## src/rtl/rotary_pkg.sv

```systemverilog
// Shared definitions for the rotary value controller: FSM state encodings and
// the bit positions of the decoder event flags, packed as {push, ccw, cw}.
package rotary_pkg;

    typedef enum logic [1:0] {
        ST_IDLE    = 2'd0,
        ST_ACK     = 2'd1,
        ST_PUBLISH = 2'd2
    } state_t;

    localparam int EVT_CW   = 0;
    localparam int EVT_CCW  = 1;
    localparam int EVT_PUSH = 2;
    localparam int EVT_W    = 3;

endpackage

```

## src/rtl/rotary_step_alu.sv

```systemverilog
// Combinational step unit: moves a bounded value up or down by one step.
// Intermediate results use WIDTH+1 bits, so neither the sum nor the
// difference can overflow before the range check.
// Build option ROTARY_VALUE_CTRL_WRAP_EN: wrap around the range instead of
// saturating at its bounds.
module rotary_step_alu #(
    parameter int WIDTH   = 8,
    parameter int VAL_MIN = 0,
    parameter int VAL_MAX = 100
) (
    input  logic [WIDTH-1:0] value,
    input  logic [WIDTH-1:0] step,
    input  logic             dir,
    output logic [WIDTH-1:0] next_value
);

    localparam logic [WIDTH:0] MIN_X = (WIDTH+1)'(VAL_MIN);
    localparam logic [WIDTH:0] MAX_X = (WIDTH+1)'(VAL_MAX);
    localparam logic [WIDTH:0] ONE_X = (WIDTH+1)'(1);

    logic [WIDTH:0] sum;
    logic [WIDTH:0] diff;
    logic           below;

    // Next value for one step: dir=1 adds, dir=0 subtracts, then range fix-up.
    always_comb begin
        sum        = {1'b0, value} + {1'b0, step};
        diff       = {1'b0, value} - {1'b0, step};
        // A negative difference shows up as the extra top bit being set.
        below      = diff[WIDTH] || (diff < MIN_X);
        next_value = value;
        if (dir) begin
            if (sum > MAX_X) begin
`ifdef ROTARY_VALUE_CTRL_WRAP_EN
                next_value = WIDTH'(MIN_X + (sum - MAX_X - ONE_X));
`else
                next_value = WIDTH'(MAX_X);
`endif
            end else begin
                next_value = sum[WIDTH-1:0];
            end
        end else begin
            if (below) begin
`ifdef ROTARY_VALUE_CTRL_WRAP_EN
                next_value = WIDTH'(MAX_X - (MIN_X - diff - ONE_X));
`else
                next_value = WIDTH'(MIN_X);
`endif
            end else begin
                next_value = diff[WIDTH-1:0];
            end
        end
    end

endmodule

```

## src/rtl/rotary_value_ctrl.sv

```systemverilog
// Sequencer between the rotary quadrature decoder and the application.
// Consumes sticky cw/ccw/push flags, acknowledges them with rd_ack, keeps a
// bounded value with fine/coarse stepping and publishes every change over a
// valid/ready handshake. At most one event is in flight at a time.
// Build option ROTARY_VALUE_CTRL_WRAP_EN (in rotary_step_alu): wrap the value
// range instead of saturating.
module rotary_value_ctrl
    import rotary_pkg::*;
#(
    parameter int WIDTH       = 8,
    parameter int VAL_MIN     = 0,
    parameter int VAL_MAX     = 100,
    parameter int VAL_INIT    = 50,
    parameter int STEP_FINE   = 1,
    parameter int STEP_COARSE = 10,
    parameter int ACK_TIMEOUT = 16
) (
    input  logic             clk,
    input  logic             clr,
    input  logic             evt_cw,
    input  logic             evt_ccw,
    input  logic             evt_push,
    output logic             rd_ack,
    output logic [WIDTH-1:0] value,
    output logic             coarse,
    output logic             val_valid,
    input  logic             val_ready,
    output logic             err
);

    localparam int               CNT_W   = $clog2(ACK_TIMEOUT);
    localparam logic [CNT_W-1:0] CNT_END = CNT_W'(ACK_TIMEOUT - 1);
    localparam logic [WIDTH-1:0] STEP_F  = WIDTH'(STEP_FINE);
    localparam logic [WIDTH-1:0] STEP_C  = WIDTH'(STEP_COARSE);

    state_t             state, state_n;
    logic [EVT_W-1:0]   evt;
    logic [WIDTH-1:0]   value_n, alu_next;
    logic               coarse_n, rd_ack_n, val_valid_n, err_n;
    logic               changed, changed_n;
    logic [CNT_W-1:0]   cnt, cnt_n;

    assign evt = {evt_push, evt_ccw, evt_cw};

    // The step uses the mode in force before any push in the same event.
    rotary_step_alu #(
        .WIDTH   (WIDTH),
        .VAL_MIN (VAL_MIN),
        .VAL_MAX (VAL_MAX)
    ) u_alu (
        .value      (value),
        .step       (coarse ? STEP_C : STEP_F),
        .dir        (evt[EVT_CW]),
        .next_value (alu_next)
    );

    // Register state and outputs; reset drops any event or publish in flight.
    always_ff @(posedge clk) begin
        if (!clr) begin
            state     <= ST_IDLE;
            value     <= WIDTH'(VAL_INIT);
            coarse    <= 1'b0;
            rd_ack    <= 1'b0;
            val_valid <= 1'b0;
            err       <= 1'b0;
            changed   <= 1'b0;
            cnt       <= '0;
        end else begin
            state     <= state_n;
            value     <= value_n;
            coarse    <= coarse_n;
            rd_ack    <= rd_ack_n;
            val_valid <= val_valid_n;
            err       <= err_n;
            changed   <= changed_n;
            cnt       <= cnt_n;
        end
    end

    // Next-state and next-output logic: sample events in IDLE, hold rd_ack
    // until the flags clear or the ack times out, then publish any change.
    always_comb begin
        state_n     = state;
        value_n     = value;
        coarse_n    = coarse;
        rd_ack_n    = rd_ack;
        val_valid_n = val_valid;
        err_n       = err;
        changed_n   = changed;
        cnt_n       = cnt;
        case (state)
            ST_IDLE: begin
                if (|evt) begin
                    if (evt[EVT_CW] ^ evt[EVT_CCW]) value_n = alu_next;
                    if (evt[EVT_CW] & evt[EVT_CCW]) err_n = 1'b1;
                    if (evt[EVT_PUSH]) coarse_n = ~coarse;
                    changed_n = (value_n != value) | evt[EVT_PUSH];
                    rd_ack_n  = 1'b1;
                    cnt_n     = '0;
                    state_n   = ST_ACK;
                end
            end
            ST_ACK: begin
                if (!(|evt) || cnt == CNT_END) begin
                    // Timeout only differs from a clean ack by raising err;
                    // a pending change is still published.
                    if (|evt) err_n = 1'b1;
                    rd_ack_n    = 1'b0;
                    cnt_n       = '0;
                    val_valid_n = changed;
                    state_n     = changed ? ST_PUBLISH : ST_IDLE;
                end else begin
                    cnt_n = cnt + 1'b1;
                end
            end
            ST_PUBLISH: begin
                if (val_ready) begin
                    val_valid_n = 1'b0;
                    state_n     = ST_IDLE;
                end
            end
            default: state_n = ST_IDLE;
        endcase
    end

endmodule
```

## config.mk

```make
export PLATFORM = sky130hd
export DESIGN_NAME = rotary_value_ctrl
export DESIGN_NICKNAME = d
export VERILOG_FILES = /design/src/rtl/rotary_pkg.sv /design/src/rtl/rotary_step_alu.sv /design/src/rtl/rotary_value_ctrl.sv
export SDC_FILE = /design/constraint.sdc
export NUM_CORES = 1
export LEC_CHECK = 0
export BUFFER_PORTS_ARGS = -buffer_cell sky130_fd_sc_hd__buf_2
export CAP_MARGIN = 25
export CORE_ASPECT_RATIO = 1.1
export CORE_UTILIZATION = 40
export DETAILED_ROUTE_END_ITERATION = 10
export PLACE_DENSITY = 0.61
export SYNTH_ARGS = -nofsm -noshare
export SYNTH_HDL_FRONTEND = slang
export SYNTH_SLANG_ARGS = --single-unit
```

## constraint.sdc

```tcl
create_clock -name clk -period 3.9 [get_ports clk]
set_input_delay 0.39 -clock clk [delete_from_list [all_inputs] [get_ports clk]]
set_output_delay 0.39 -clock clk [all_outputs]
set_load 0.01 [all_outputs]
```

==> reports/results.ini <==
[timing]
min_period_ns=3.20
achievable-frequency_ghz=0.313
worst_slack_ns=0.703
finClkSkew_ns=0.00423
timing.final.hold_violations=0
max_slew_margin=0.592
worst-slew-pin-transition_ns=0.612
setup_total_negative_slack_ns=0
slew_viol_final=0
grt_setup_unrepaired=no
timing.final.crit_share=0.820
setup_viol_count_final=0

[pwr]
leakage_nw=0.740
power.ir.vdd_worst_uv=265
powerDensity_nw_per_um2=338

[global_route]
grt_pass1_wl_mm=7.73
grt_start_max_net_pins=20
globalRouteTotalUtil=0.210
number_of_global_route_vias_before_repair=1531
global_route.overflow_total=0
antenna_found_initial=0

[logic_synthesis]
syn_avg_cell_area_um2=8.20
cells_after_synthesis=218
synth-seq-area-share=0.213
yosysMostFrequentCell=sky130_fd_sc_hd__nand2_1
synth_top_cell_area_share=0.213
synth_top_cell_by_area=sky130_fd_sc_hd__dfxtp_1
synth_flop_cell=sky130_fd_sc_hd__dfxtp_1
synth-warning-count=0
synth_cell_type_count=70
synth_async_sr_flop_share=0
synth-edff-count=0
synth_seq_cells=19
synth_cell_area_um2=1790
synthTopCellsByArea=sky130_fd_sc_hd__dfxtp_1, sky130_fd_sc_hd__ha_1, sky130_fd_sc_hd__nand2_1
ys_top_cells_by_count=sky130_fd_sc_hd__nand2_1, sky130_fd_sc_hd__dfxtp_1, sky130_fd_sc_hd__o21ai_0
syn_nets=235

[finish]
layout.cell_area.non_filler_um2=1890
antenna-diode-count=0
area_growth_syn_to_layout_pct=5.88
design.final.nets=246
final_layout_size_suffix_gt1_frac=0.180
fillCellCount=421

[clock_network]
ctsHtreeMaxLevel=1
cts_tree=yes
clk-insertion-delay-late_ns=0.25
cts_setup_buffers=0
clk_transition_reported_paths_ns=0.07
clock_tree.root_cell=sky130_fd_sc_hd__clkbuf_8
post_cts_hold_buffer_count=0
clock_sink_count=19
post_cts.resized_instances=0
tritoncts.num_buffers=3
clk_path_buf_depth=2

[critical_path]
critical_path.max_fanout=6
cp_num_buf_inv=2
worstPathCellList=inv_1, ha_1, inv_1, fa_1, nor3b_1, nor2_1, o311ai_0, a22oi_1, xnor2_1, o41ai_2, a31oi_1
timing.critical_path.arrival_ns=3.33
cp-end-kind=register
critPathRequiredTime_ns=4.04
cp_slowest_cell=sky130_fd_sc_hd__fa_1
most_prevalent_standard_cell_on_the_critical_path=sky130_fd_sc_hd__inv_1
cp_slowest_stage_delay_ns=0.49
flop2flop_setup_slack_ns=0.70
critPathKind=register to register
timing.critical_path.max_delay_family=compound AO/OA/AOI/OAI gates
timing.critical_path.from_type=register

[floorplan]
dieWidth_um=65.7
io_pins=18
die_outline_area_um2=4740
initial_core_util=0.417
placementRows=25
die_y_um=72.1
core_outline_area_um2=4290

[detailed_routing]
detailroute.via_count=1614
final_ant_viol_nets=0
wl_per_cell_um=15.5
routed_wirelength_mm=4.37
drt-pass1-iter-count=4
drt-vias-per-instance=5.72
detail_route.iter0.violations=63
drc_errors=0

[placement]
port-buffer-count=17
detailed_place.area_um2=1850
gp_routability_congestion=0.853
dpl.hpwl_mm=3.22
post-place-ws_ns=0.797

[min_path]
hold_class=input port to register

[outcome]
outcome=complete, no violations

[run]
max-cap-violations=0

## area by class of cell
class / count / area (um^2) / share of cell area
flip-flops and latches: 19 / 380 / 0.201
well taps: 54 / 67.6 / 0.0357
clock buffers: 4 / 45.0 / 0.0238
inverters: 12 / 47.5 / 0.0251
multi-input cells: 176 / 1270 / 0.670
repair buffers: 17 / 85.1 / 0.0449
## power breakdown
part	internal [mW]	switching, mW
Sequential	0.209	0.0329
Combinational	0.111	0.152
Clock	0.0726	0.0618
Total	0.393	0.247
## cell families after synthesis
family | count (synthesis) | synth area share
flip-flops | 19 | 0.213
AO/OA/AOI/OAI | 72 | 0.304
adder cells (fa/ha/maj) | 11 | 0.0854
multiplexers | 2 | 0.0126
XOR/XNOR | 8 | 0.0392
AND/OR/NAND/NOR | 83 | 0.267
buffers and inverters | 23 | 0.0784
## path summary, 6_finish.rpt
path / from / to / depth (start not counted)
worst max-delay path: coarse / changed / 11
worst min-delay path: clr / value[4] / 2
worst max register to register: coarse / changed / 11
worst min register to register: err / err / 2
## cell usage in the layout (no fill, tap or decap), types with 2 or more instances in the layout
master                      count
sky130_fd_sc_hd__o221ai_1       4
sky130_fd_sc_hd__o21a_1         3
sky130_fd_sc_hd__buf_2         17
sky130_fd_sc_hd__nor2b_1        5
sky130_fd_sc_hd__o21bai_1       2
sky130_fd_sc_hd__fa_1           2
sky130_fd_sc_hd__o21ai_0       13
sky130_fd_sc_hd__a31oi_1        6
sky130_fd_sc_hd__nand3_1        6
sky130_fd_sc_hd__nand4_1        3
sky130_fd_sc_hd__clkbuf_8       3
sky130_fd_sc_hd__ha_1           9
sky130_fd_sc_hd__xor2_1         3
sky130_fd_sc_hd__o21ai_1        3
sky130_fd_sc_hd__a21boi_0       2
sky130_fd_sc_hd__o2111ai_1      2
sky130_fd_sc_hd__o311ai_0       2
sky130_fd_sc_hd__nand2b_1       2
sky130_fd_sc_hd__nand3b_1       3
sky130_fd_sc_hd__dfxtp_1       19
sky130_fd_sc_hd__nor2_1        11
sky130_fd_sc_hd__inv_1         11
sky130_fd_sc_hd__a22oi_1        2
sky130_fd_sc_hd__nand2_1       22
sky130_fd_sc_hd__o22ai_1        2
sky130_fd_sc_hd__and3_1         2
sky130_fd_sc_hd__nor3b_1        2
sky130_fd_sc_hd__nor3_1         4
sky130_fd_sc_hd__and2b_2        2
sky130_fd_sc_hd__xnor2_1        5
sky130_fd_sc_hd__and2_1         7
sky130_fd_sc_hd__o211a_1        3
sky130_fd_sc_hd__mux2_2         2
sky130_fd_sc_hd__a21oi_1       11
## through the flow
step / std cells / power, mW / utilization / hold slack (ns)
5_1_grt: 282 / 0.688 / 0.442 / 0.509
6_report: 282 / 0.639 / 0.442 / 0.471
3_3_place_gp: 278 / 0.506 / 0.431 / 0.469
4_1_cts: 282 / 0.644 / 0.442 / 0.470
2_1_floorplan: 218 / 0.453 / - / 0.478
3_5_place_dp: 278 / 0.505 / 0.431 / 0.481
## routing by layer
metal,global-route usage,wire (um)
met1,0.314,2160
met2,0.313,2040
met3,0.0362,157
met4,0.0411,19
met5,0,0
## flip-flops by register name (all words and copies together), names as in the netlist
signal     cells
val_valid      1
cnt            4
state          2
err            1
changed        1
rd_ack         1
value          8
coarse         1
Power figures use the tool's default switching activity.
